### src/rtl/cache_nwsa_pkg.sv
// rtl/cache_nwsa_pkg.sv - shared FSM type and address-split width helpers for cache_nwsa
package cache_nwsa_pkg;

  typedef enum logic [1:0] {
    S_IDLE      = 2'd0,
    S_WRITEBACK = 2'd1,
    S_REFILL    = 2'd2
  } state_t;

  function automatic int offset_w(input int line_words);
    return $clog2(line_words);
  endfunction

  function automatic int index_w(input int sets);
    return $clog2(sets);
  endfunction

  function automatic int tag_w(input int addr_w, input int sets, input int line_words);
    return addr_w - $clog2(sets) - $clog2(line_words);
  endfunction

endpackage

### src/rtl/cache_lru.sv
// rtl/cache_lru.sv - per-set true-LRU age array with touch port and victim select
module cache_lru
  import cache_nwsa_pkg::*;
#(
  parameter int WAYS  = 4,
  parameter int SETS  = 8,
  localparam int WAY_W = $clog2(WAYS),
  localparam int SET_W = index_w(SETS)
) (
  input  logic             clock,
  input  logic             reset,
  input  logic             touch_i,
  input  logic [SET_W-1:0] touch_set_i,
  input  logic [WAY_W-1:0] touch_way_i,
  input  logic [SET_W-1:0] set_i,
  input  logic [WAYS-1:0]  valid_i,
  output logic [WAY_W-1:0] victim_o
);

  logic [WAY_W-1:0] age_q [SETS][WAYS];

  always_ff @(posedge clock) begin
    if (reset) begin
      for (int s = 0; s < SETS; s++)
        for (int w = 0; w < WAYS; w++)
          age_q[s][w] <= WAY_W'(w);
    end else if (touch_i) begin
      for (int w = 0; w < WAYS; w++) begin
        if (WAY_W'(w) == touch_way_i)
          age_q[touch_set_i][w] <= '0;
        else if (age_q[touch_set_i][w] < age_q[touch_set_i][touch_way_i])
          age_q[touch_set_i][w] <= age_q[touch_set_i][w] + 1'b1;
      end
    end
  end

  // Descending scans so the lowest-numbered match wins; an invalid way beats the oldest.
  always_comb begin
    victim_o = '0;
    for (int w = WAYS - 1; w >= 0; w--)
      if (age_q[set_i][w] == WAY_W'(WAYS - 1)) victim_o = WAY_W'(w);
    for (int w = WAYS - 1; w >= 0; w--)
      if (!valid_i[w]) victim_o = WAY_W'(w);
  end

endmodule

### src/rtl/cache_nwsa.sv
// rtl/cache_nwsa.sv - N-way set-associative write-back write-allocate cache controller
module cache_nwsa
  import cache_nwsa_pkg::*;
#(
  parameter int ADDR_W     = 9,
  parameter int DATA_W     = 8,
  parameter int WAYS       = 4,
  parameter int SETS       = 8,
  parameter int LINE_WORDS = 4
) (
  input  logic              clock,
  input  logic              reset,
  input  logic [ADDR_W-1:0] addr_cpu,
  input  logic              rd_cpu,
  input  logic              wr_cpu,
  input  logic [DATA_W-1:0] data_in_cpu,
  output logic [DATA_W-1:0] data_out_cpu,
  output logic              stall_cpu,
  output logic [ADDR_W-1:0] addr_mem,
  output logic              rd_mem,
  output logic              wr_mem,
  output logic [DATA_W-1:0] data_mem_out,
  input  logic [DATA_W-1:0] data_mem_in,
  input  logic              ready_mem
);

  localparam int OFF_W = offset_w(LINE_WORDS);
  localparam int IDX_W = index_w(SETS);
  localparam int TAG_W = tag_w(ADDR_W, SETS, LINE_WORDS);
  localparam int WAY_W = $clog2(WAYS);

  logic [TAG_W-1:0]  req_tag;
  logic [IDX_W-1:0]  req_idx;
  logic [OFF_W-1:0]  req_off;
  assign {req_tag, req_idx, req_off} = addr_cpu;

  logic [WAYS-1:0]   valid_q [SETS];
  logic [WAYS-1:0]   dirty_q [SETS];
  logic [TAG_W-1:0]  tag_q   [SETS][WAYS];
  logic [DATA_W-1:0] data_q  [SETS][WAYS][LINE_WORDS];

  state_t            state_q;
  logic [WAY_W-1:0]  victim_q;
  logic [OFF_W-1:0]  cnt_q;
  logic [OFF_W-1:0]  cnt_d;
  logic              last_beat;
  logic              req;
  logic              hit;
  logic [WAY_W-1:0]  hit_way;
  logic [WAY_W-1:0]  victim;
  logic              touch;

  assign req       = rd_cpu | wr_cpu;
  assign cnt_d     = cnt_q + 1'b1;
  assign last_beat = &cnt_q;
  assign touch     = (state_q == S_IDLE) && req && hit;
  assign stall_cpu = (state_q != S_IDLE) || (req && !hit);

  always_comb begin
    hit     = 1'b0;
    hit_way = '0;
    for (int w = 0; w < WAYS; w++) begin
      if (valid_q[req_idx][w] && (tag_q[req_idx][w] == req_tag)) begin
        hit     = 1'b1;
        hit_way = WAY_W'(w);
      end
    end
  end

  cache_lru #(.WAYS(WAYS), .SETS(SETS)) u_lru (
    .clock       (clock),
    .reset       (reset),
    .touch_i     (touch),
    .touch_set_i (req_idx),
    .touch_way_i (hit_way),
    .set_i       (req_idx),
    .valid_i     (valid_q[req_idx]),
    .victim_o    (victim)
  );

  // The request is held stable while stalled, so addr_cpu supplies tag/index for every beat.
  always_ff @(posedge clock) begin
    if (reset) begin
      state_q      <= S_IDLE;
      victim_q     <= '0;
      cnt_q        <= '0;
      data_out_cpu <= '0;
      rd_mem       <= 1'b0;
      wr_mem       <= 1'b0;
      addr_mem     <= '0;
      data_mem_out <= '0;
      for (int s = 0; s < SETS; s++) begin
        valid_q[s] <= '0;
        dirty_q[s] <= '0;
      end
    end else begin
      case (state_q)
        S_IDLE: begin
          if (req && hit) begin
            if (wr_cpu) dirty_q[req_idx][hit_way] <= 1'b1;
            else        data_out_cpu <= data_q[req_idx][hit_way][req_off];
          end else if (req) begin
            victim_q <= victim;
            cnt_q    <= '0;
            if (dirty_q[req_idx][victim]) begin
              state_q      <= S_WRITEBACK;
              wr_mem       <= 1'b1;
              addr_mem     <= {tag_q[req_idx][victim], req_idx, OFF_W'(0)};
              data_mem_out <= data_q[req_idx][victim][0];
            end else begin
              state_q  <= S_REFILL;
              rd_mem   <= 1'b1;
              addr_mem <= {req_tag, req_idx, OFF_W'(0)};
            end
          end
        end
        S_WRITEBACK: begin
          if (ready_mem) begin
            if (last_beat) begin
              state_q                    <= S_REFILL;
              wr_mem                     <= 1'b0;
              rd_mem                     <= 1'b1;
              cnt_q                      <= '0;
              dirty_q[req_idx][victim_q] <= 1'b0;
              addr_mem                   <= {req_tag, req_idx, OFF_W'(0)};
            end else begin
              cnt_q        <= cnt_d;
              addr_mem     <= {tag_q[req_idx][victim_q], req_idx, cnt_d};
              data_mem_out <= data_q[req_idx][victim_q][cnt_d];
            end
          end
        end
        S_REFILL: begin
          if (ready_mem) begin
            if (last_beat) begin
              state_q                    <= S_IDLE;
              rd_mem                     <= 1'b0;
              tag_q[req_idx][victim_q]   <= req_tag;
              valid_q[req_idx][victim_q] <= 1'b1;
              dirty_q[req_idx][victim_q] <= 1'b0;
            end else begin
              cnt_q    <= cnt_d;
              addr_mem <= {req_tag, req_idx, cnt_d};
            end
          end
        end
        default: state_q <= S_IDLE;
      endcase
    end
  end

  always_ff @(posedge clock) begin
    if (!reset) begin
      if (touch && wr_cpu)
        data_q[req_idx][hit_way][req_off] <= data_in_cpu;
      else if ((state_q == S_REFILL) && ready_mem)
        data_q[req_idx][victim_q][cnt_q] <= data_mem_in;
    end
  end

endmodule
### config.mk
export PLATFORM = sky130hd
export DESIGN_NAME = cache_nwsa
export DESIGN_NICKNAME = d
export VERILOG_FILES = /design/src/rtl/cache_nwsa_pkg.sv /design/src/rtl/cache_lru.sv /design/src/rtl/cache_nwsa.sv
export SDC_FILE = /design/constraint.sdc
export NUM_CORES = 2
export LEC_CHECK = 0
export CAP_MARGIN = 0
export CELL_PAD_IN_SITES_DETAIL_PLACEMENT = 1
export CELL_PAD_IN_SITES_GLOBAL_PLACEMENT = 1
export CORE_MARGIN = 2
export CORE_UTILIZATION = 49
export DETAILED_ROUTE_END_ITERATION = 8
export HOLD_SLACK_MARGIN = 0.1
export PLACE_DENSITY_LB_ADDON = 0.1
export SLEW_MARGIN = 25
export SYNTH_ARGS = -nofsm -noshare
export SYNTH_HDL_FRONTEND = slang
export SYNTH_SLANG_ARGS = --single-unit
### constraint.sdc
create_clock -name clock -period 4.7 [get_ports clock]
set_input_delay 0.94 -clock clock [delete_from_list [all_inputs] [get_ports clock]]
set_output_delay 0.94 -clock clock [all_outputs]
set_load 0.01 [all_outputs]
==> metrics.txt <==
status finished, final reports clean; relative slew slack 24.08%; layout cell share with drive strength beyond 1 27.07%; final antenna-violating net count 0; Yosys cell types 87; hold_sp valid_q[3][1]$_DFF_P_; Reg clk slew, reported paths 0.06 ns; Ys Warns 0; die area 115900 um2; gpl congestion 0.9566; Hold Crit Depth 1; num rows 123; Hold EP valid_q[3][1]$_DFF_P_; worst-path maximum fanout 11; via count 38530; register bit total from synthesis 1311; grt total ovfl 0; worst vdd ir 330.8 uV; Reg2Reg Launch Point tag_q[7][3]$_DFFE_PP_; synthesized area per cell 15.31 um2; post_cts resized 5; fmax 219.5 MHz; Area Overhead vs Synth 18.56%; crit path DAT 3.62 ns; Max Slew Vio Count 0; PwrDens 401.1 nW/um2; initial antenna violation count 16; r2r endpoint data_q[0][2]$_DFFE_PP_; initial core utilization 49.36%; max-capacitance violation count 0; kind of critical path input pin to output port; CP endpoint kind output port; CTS tree done; Leakage 0.02230 uW; Starting DRT DRC Count 4891; core area 112300 um2; CTS Root Cell clkbuf_16; Post-synth EDFFs 1248; RSZ-0062 raised after global routing no; Routed WL per cell 36.52 um; port bufs 57; dpl hpwl 138700 um; global-route wire length before repair 295500 um; final hold violation count 0; Die X 340.4 um; H-tree depth reported by CTS 4; Tcrit/Tclk final 96.95%; Via density 6.730; final critical-path required period 4.556 ns; vias in the first global route 39190; sequential share of the synthesized area 69.86%; Setup-failing EPs final 0; I/O Pins 58; Clock Skews 0.03291 ns; total CTS buffers 141; GRT Util Overall 35.99%; Post-synth ARST share 0%; Mapped Cells 3622; post-placement cell area 61310 um2; CP Launch Type input pin; Main synth FF type edfxtp_1; FF-to-FF setup slack 0.35 ns; Max Root-Sink Buffers 3; post-route cell area 65740 um2; Post-Syn Area 55450 um2; largest net degree at the start of global routing 76; Net Count, Synth 3664; # clock sinks 1311; Post-CTS Setup Inserts 0; Min-Delay Path Class flip-flop to flip-flop; required time worst endpoint 3.76 ns; hold_buf cts 0; total power 26370 uW; DRT Wirelength 209100 um; die height 340.4 um; # DRC 0; clock latency on the worst-skew pair 0.77 ns; worst r2r path cells 11; Least-Margin Pin Slew 1.139 ns; Nets 4151; TritonRoute pass-1 iters 6
-- synth_stat cells, drive strengths merged, types with 63 or more instances --
master	instances	area share, %
edfxtp	1248	68
a22oi	291	3.9
mux4	74	3.0
a21oi	63	0.59
clkbuf	183	1.2
o21ai	95	0.86
mux2	205	4.2
nand2	150	1.0
dfxtp	63	2.3
mux2i	108	1.9
nor2	358	2.5
a221oi	106	1.7
buf	98	1.1
-- where the power goes --
| group | total (uW) | switching [uW] | internal (uW) |
|---|---|---|---|
| logic | 2750 | 1760 | 994 |
| registers | 13000 | 80.4 | 12900 |
| clock network | 10700 | 4610 | 6050 |
-- layout by cell type, fill, tap and decap left out, types with 60 or more instances in the layout --
cell type / netlist / layout
dfxtp_1: 63 / 61
edfxtp_1: 1248 / 1248
o21ai_0: 85 / 85
nor2_1: 351 / 342
mux4_2: 73 / 73
clkbuf_16: 0 / 146
mux2i_1: 108 / 106
mux2_2: 205 / 205
a221oi_1: 106 / 106
a22oi_1: 291 / 291
a21oi_1: 60 / 60
buf_4: 20 / 540
nand2_1: 149 / 141
-- through the flow --
step | cells | util (%) | hold WS, ns | worst slack, ns | TNS (ns)
after floorplan | 3622 | - | 0.4211 | 0.009657 | 0
after global placement | 5466 | 54.58 | 0.4285 | -0.5238 | -83.51
after detailed placement | 5466 | 54.58 | 0.4401 | -0.5987 | -108.76
after CTS | 5718 | 58.49 | 0.4532 | 0.1317 | 0
after global routing | 5718 | 58.50 | 0.4709 | 0.003969 | 0
final | 5725 | 58.52 | 0.4515 | 0.1436 | 0
-- critical path, cell delays in order --
cell and delay (ns):
buf_6 0.16, mux4_1 0.59, mux2i_2 0.24, xor2_1 0.19, nand3_1 0.15, or4_4 0.61
nand3_1 0.15, nor3_2 0.07, nand2b_1 0.20, dlygate4sd2_1 0.31
-- sequential cells by signal, summed over array words and instances, names as in the netlist --
signal        flops
addr_mem          9
victim_q          2
tag_q           128
valid_q          32
wr_mem            1
data_mem_out      8
rd_mem            1
dirty_q          32
u_lru.age_q      64
data_q         1024
data_out_cpu      8
state_q           2
-- how the worst max path moves through the flow --
stage | to | slack (ns) | start | depth (start not counted)
2_1_floorplan | data_mem_out[7]$_SDFFE_PP0P_ | 0.01 | addr_cpu[4] | 19
3_3_place_gp | data_q[1][4]$_DFFE_PP_ | -0.52 | addr_cpu[4] | 14
3_5_place_dp | data_q[7][24]$_DFFE_PP_ | -0.60 | addr_cpu[4] | 14
4_1_cts | stall_cpu | 0.13 | tag_q[2][6]$_DFFE_PP_ | 9
5_1_grt | data_mem_out[2]$_SDFFE_PP0P_ | 0.004 | addr_cpu[4] | 22
6_report | stall_cpu | 0.14 | addr_cpu[3] | 10
-- routing by layer --
metal	part of all wire (%)	wire (um)	vias to the layer above	GRT usage, %
li1	-	-	15530	-
met1	39	81550	20190	48.90
met2	46	96680	2287	56.08
met3	9.7	20290	518	7.361
met4	5.0	10490	10	16.56
met5	0.033	70	-	0
-- final cells by class --
cell class | instances | area [um2]
diodes | 7 | 17.52
clock buffers | 187 | 3847
clock inverters | 65 | 535.5
fillers | 10480 | 46600
inverters | 27 | 102.6
multi-input cells | 2003 | 15510
flip-flops and latches | 1311 | 38740
well taps | 1500 | 1877
repair buffers | 625 | 5111
-- cell families (layout without fill, tap and decap cells) --
logic type                 count (synthesis)  in the layout  synth area share [%]
and+or+nand+nor                          720            720                 6.049
buffers and inverters                    308            904                 2.478
AOI/OAI and AO/OA                        870            870                 11.99
muxes                                    387            387                 9.125
DFF                                     1311           1311                 69.86
xor gates and xnor gates                  11             11                0.1737
other                                      0              7                     0
adders and majority gates                 15             15                0.3249
No activity file was read; power rests on OpenSTA's default activity.
